==> src/rtl/alu_arbiter.sv <==
// alu_arbiter
//   Shares one combinational ALU between two requesters using round-robin
//   arbitration. A granted request has its operands captured, presented to
//   the ALU for one cycle, and the registered result/flags are returned on
//   the winner's response channel under a valid/ready handshake.
//
// Ports
//   clk, rst_n                  clock, asynchronous active-low reset
//   reqX_valid/ready/a/b/ctl    X=0,1 request channel
//   respX_valid/ready/res/nzcv  X=0,1 response channel ({N,Z,C,V})
//   alu_a/b/ctl                 operands to the shared ALU (from operand regs)
//   alu_res/nzcv                result and flags from the shared ALU
module alu_arbiter #(
  parameter int unsigned DATA_LEN = 32
) (
  input  logic                clk,
  input  logic                rst_n,
  input  logic                req0_valid,
  output logic                req0_ready,
  input  logic [DATA_LEN-1:0] req0_a,
  input  logic [DATA_LEN-1:0] req0_b,
  input  logic [2:0]          req0_ctl,
  input  logic                req1_valid,
  output logic                req1_ready,
  input  logic [DATA_LEN-1:0] req1_a,
  input  logic [DATA_LEN-1:0] req1_b,
  input  logic [2:0]          req1_ctl,
  output logic                resp0_valid,
  input  logic                resp0_ready,
  output logic [DATA_LEN-1:0] resp0_res,
  output logic [3:0]          resp0_nzcv,
  output logic                resp1_valid,
  input  logic                resp1_ready,
  output logic [DATA_LEN-1:0] resp1_res,
  output logic [3:0]          resp1_nzcv,
  output logic [DATA_LEN-1:0] alu_a,
  output logic [DATA_LEN-1:0] alu_b,
  output logic [2:0]          alu_ctl,
  input  logic [DATA_LEN-1:0] alu_res,
  input  logic [3:0]          alu_nzcv
);

  typedef enum logic [1:0] {
    IDLE = 2'd0,
    EXEC = 2'd1,
    RESP = 2'd2
  } state_e;

  state_e              state_q, state_d;
  logic                last_grant_q, last_grant_d;
  logic                owner_q, owner_d;
  logic [DATA_LEN-1:0] a_q, a_d;
  logic [DATA_LEN-1:0] b_q, b_d;
  logic [2:0]          ctl_q, ctl_d;
  logic [DATA_LEN-1:0] res_q, res_d;
  logic [3:0]          nzcv_q, nzcv_d;

  logic grant;    // requester index that would win this cycle
  logic accept0;
  logic accept1;
  logic owner_ready;

  // With both requesting, the one that did not win last goes next;
  // otherwise the single requester wins.
  always_comb begin
    grant = req1_valid;
    if (req0_valid && req1_valid) begin
      grant = ~last_grant_q;
    end
    // rst_n is folded in so neither ready can rise while reset is held.
    accept0 = rst_n && (state_q == IDLE) && req0_valid && !grant;
    accept1 = rst_n && (state_q == IDLE) && req1_valid &&  grant;
  end

  assign owner_ready = owner_q ? resp1_ready : resp0_ready;

  always_comb begin
    state_d      = state_q;
    last_grant_d = last_grant_q;
    owner_d      = owner_q;
    a_d          = a_q;
    b_d          = b_q;
    ctl_d        = ctl_q;
    res_d        = res_q;
    nzcv_d       = nzcv_q;
    unique case (state_q)
      IDLE: begin
        if (accept0) begin
          a_d          = req0_a;
          b_d          = req0_b;
          ctl_d        = req0_ctl;
          owner_d      = 1'b0;
          last_grant_d = 1'b0;
          state_d      = EXEC;
        end else if (accept1) begin
          a_d          = req1_a;
          b_d          = req1_b;
          ctl_d        = req1_ctl;
          owner_d      = 1'b1;
          last_grant_d = 1'b1;
          state_d      = EXEC;
        end
      end
      EXEC: begin
        res_d   = alu_res;
        nzcv_d  = alu_nzcv;
        state_d = RESP;
      end
      RESP: begin
        if (owner_ready) begin
          state_d = IDLE;
        end
      end
      default: state_d = IDLE;
    endcase
  end

  always_ff @(posedge clk or negedge rst_n) begin
    if (!rst_n) begin
      state_q      <= IDLE;
      last_grant_q <= 1'b1;
      owner_q      <= 1'b0;
      a_q          <= '0;
      b_q          <= '0;
      ctl_q        <= '0;
      res_q        <= '0;
      nzcv_q       <= '0;
    end else begin
      state_q      <= state_d;
      last_grant_q <= last_grant_d;
      owner_q      <= owner_d;
      a_q          <= a_d;
      b_q          <= b_d;
      ctl_q        <= ctl_d;
      res_q        <= res_d;
      nzcv_q       <= nzcv_d;
    end
  end

  assign req0_ready  = accept0;
  assign req1_ready  = accept1;

  assign resp0_valid = (state_q == RESP) && !owner_q;
  assign resp1_valid = (state_q == RESP) &&  owner_q;
  assign resp0_res   = res_q;
  assign resp1_res   = res_q;
  assign resp0_nzcv  = nzcv_q;
  assign resp1_nzcv  = nzcv_q;

  // ALU sees only the captured operands, never the live request inputs.
  assign alu_a   = a_q;
  assign alu_b   = b_q;
  assign alu_ctl = ctl_q;

endmodule

==> config.mk <==
export PLATFORM = sky130hd
export DESIGN_NAME = alu_arbiter
export DESIGN_NICKNAME = d
export VERILOG_FILES = /design/src/rtl/alu_arbiter.sv
export SDC_FILE = /design/constraint.sdc
export NUM_CORES = 1
export LEC_CHECK = 0
export ABC_CLOCK_PERIOD_IN_PS = 2100
export BUFFER_PORTS_ARGS = -buffer_cell sky130_fd_sc_hd__buf_4
export CORE_AREA = 2 2 123 125
export CTS_CLUSTER_SIZE = 40
export DETAILED_ROUTE_END_ITERATION = 7
export DIE_AREA = 0 0 125 127
export GPL_ROUTABILITY_DRIVEN = 0
export PLACE_DENSITY = 0.71
export RECOVER_POWER = 100
export SKIP_CTS_REPAIR_TIMING = 1
export SLEW_MARGIN = 20
export SYNTH_ARGS = -nofsm -noshare
export SYNTH_HDL_FRONTEND = slang
export SYNTH_SLANG_ARGS = --single-unit
==> constraint.sdc <==
create_clock -name clk -period 2.1 [get_ports clk]
set_input_delay 0 -clock clk [delete_from_list [all_inputs] [get_ports clk]]
set_output_delay 0 -clock clk [all_outputs]
set_load 0.02 [all_outputs]
==> impl_metrics.ini <==
[yosys]
synth.yosys.seq_area_share = 0.487
ys_async_sr_fraction = 1.00
synth_area_leaders = dfrtp_1 (48%), o31ai_1 (9.2%), a31oi_1 (7.6%)
avgSynthCellArea_um2 = 10.1
synth_xor_area_frac = 0
yosys_warnings = 0
synth_top_cell_by_area = dfrtp_1
synth_fa_ha_area_frac = 0
synth_most_common_cell = dfrtp_1
synth_compound_area_frac = 0.233
synth_top_family_by_area = compound AO/OA/AOI/OAI gates
syn-num-nets = 718
yosys.area_share.simple = 0.0913
synth_top_area_frac = 0.483
synth.area.mux_share = 0.0758
synth_area_mm2 = 0.00550
synth_cell_types = 25
synth_cells = 542
synth-edff-count = 0
synth-main-ff-cell = dfrtp_1
netlist_top_cells_count = dfrtp_1 (106), a21oi_1 (67), a31oi_1 (67), nand4_1 (67), o31ai_1 (67)
ys_seq_elements = 107

[cts]
cts_buffers = 9
clock_latency_ns = 0.34
cts_tree = yes
clock_sinks = 107
cts_root_buf = clkbuf_16
clk_path_buf_depth = 2
clkTransAtPathRegs_ns = 0.08
htree_levels = 3

[global_route]
grt_pass1_vias = 5242
grt_util_all_layers = 0.228
antenna_found_initial = 0
grt_pass1_wl_mm = 29.2
grt_max_degree = 92
grt-ovfl-total = 0

[final_layout]
nets = 1121
num_antenna_cells = 0
drive_gt1_frac = 0.228
area_growth_pct = 66.6

[worst_hold_path]
hold_path_class = in -> reg
hold_depth = 3

[pwr]
cellLeakagePower_nw = 3.72
pwr_density_cell_mw_per_mm2 = 1250
comb_power_share = 0.503
ir_worst_vdd_uv = 457
clkPwrFrac = 0.163
cell_internal_pwr_mw = 5.99
p_sw_mw = 5.48
seqPwrFrac = 0.334
p_sw_frac = 0.478

[status]
status = finished, violations left
violations = hold timing, capacitance limit, slew limit

[sta]
rsz0062_at_grt = no
maxSlewViolCount = 65
fin_crit_sh = 0.936
timing.fmax_mhz = 509
hold_ws_ns = -0.0296
setup_viol = 0
timing.slew.headroom = -0.0809
tightest_slew_ns = 1.62
setup_tns_ns = 0
timing.final.hold_violations = 5
period_needed_ns = 1.97
finClkSkew_ns = 0.0113

[detailed_routing]
drtIter0Drc = 630
drc = 0
routedWlPerCell_um = 20.5
vias_per_cell = 5.72
wl_mm = 23.2
drtPass1Iterations = 5
ant_nets = 0
num_vias = 6486

[critical_path]
critPathKind = reg -> out
cp.required_ns = 2.10
r2r_cells = 4
crit_path_max_fanout = 30
critPathLaunchType = register
arrival_ns = 1.97
end_kind = primary output

[floorplanning]
start_util = 0.381
dieHeight_um = 127
die_w_um = 125
dieArea_mm2 = 0.0159
floorplan.core_area_mm2 = 0.0144
ios = 319
rows = 44

[place]
io_buffers = 318
place_hpwl_mm = 13.6

[flow_run]
maxCapViolCount = 1
-- worst max-delay path, cell delays in order (launching register included) --
cell	delay, ns
dfrtp_1	0.42
or3b_2	0.49
buf_4	0.25
nor3_1	0.27
buf_4	0.19
-- layout make-up --
type / instances / area (µm²)
timing repair buffer: 501 / 3690
fill: 1180 / 5270
inverter: 2 / 7.51
multi-input combinational: 324 / 2220
clock inverter: 4 / 72.6
clock buffer: 12 / 256
sequential: 107 / 2680
tap: 184 / 230
-- stage by stage --
step	util	total power, mW	std cells	setup WS, ns	area, µm²
3_3_place_gp	0.535	10.3	950	0.386	7710
4_1_cts	0.557	12.3	966	0.128	8040
5_1_grt	0.635	12.1	1134	0.0268	9150
3_5_place_dp	0.535	10.4	950	0.332	7710
2_1_floorplan	-	7.72	542	0.557	5500
6_report	0.635	11.5	1134	0.135	9150
-- routing by layer --
layer,GRT usage,routed length (µm)
met2,0.399,11700
met5,0,0
met4,0.0667,1020
met1,0.289,8700
met3,0.0452,1770
-- state kept, by name, summed over array words and instances (netlist names) --
signal,flops
resp0_nzcv,4
alu_ctl,3
alu_b,32
alu_a,32
state_q,2
last_grant_q,1
resp0_res,32
owner_q,1
-- placed cells by master (no fill, tap or decap) --
cell type	n
a21oi_1	67
a31oi_1	67
and2_1	1
and2_4	1
buf_12	3
buf_4	184
buf_6	2
bufinv_16	2
clkbuf_1	142
clkbuf_16	9
clkbuf_2	3
clkbuf_8	2
clkinv_2	1
clkinvlp_4	1
dfrtp_1	106
dfstp_2	1
dlygate4sd3_1	168
inv_1	1
inv_2	1
mux2_1	36
mux2_2	1
nand2_1	1
nand2b_1	1
nand2b_2	2
nand4_1	67
nor2_1	3
nor2b_4	1
nor3_1	1
nor3b_2	1
o21ai_0	2
o21ai_1	3
o31ai_1	67
or2_2	1
or3b_2	1
-- worst paths after layout --
path / start / endpoint / slack (ns)
setup / recovery: state_q[0] / req0_ready / 0.13
hold / removal: req0_b[12] / alu_b[12] / -0.03
setup reg to reg: state_q[0] / alu_a[15] / 0.16
hold reg to reg: resp0_res[13] / resp0_res[13] / 0.52
max in group asynchronous: rst_n / alu_b[28] / 0.34
min in group asynchronous: rst_n / state_q[1] / 0.02
-- power groups by stage --
stage | clock network, mW | registers, mW | logic (mW)
global placement | 0 | 3.80 | 6.48
finish | 1.87 | 3.83 | 5.77
floorplan | 0 | 4.91 | 2.81
CTS | 1.89 | 3.84 | 6.57
global route | 1.97 | 3.95 | 6.13
detailed placement | 0 | 3.85 | 6.57
-- cells by family (layout without fill, tap and decap cells) --
kind of cell,after synthesis,after routing
multiplexers,37,37
buffers and inverters,111,519
AO/OA/AOI/OAI,206,206
flip-flops,107,107
AND/OR/NAND/NOR,81,81
Note: power is estimated with default switching activity, not from simulation.
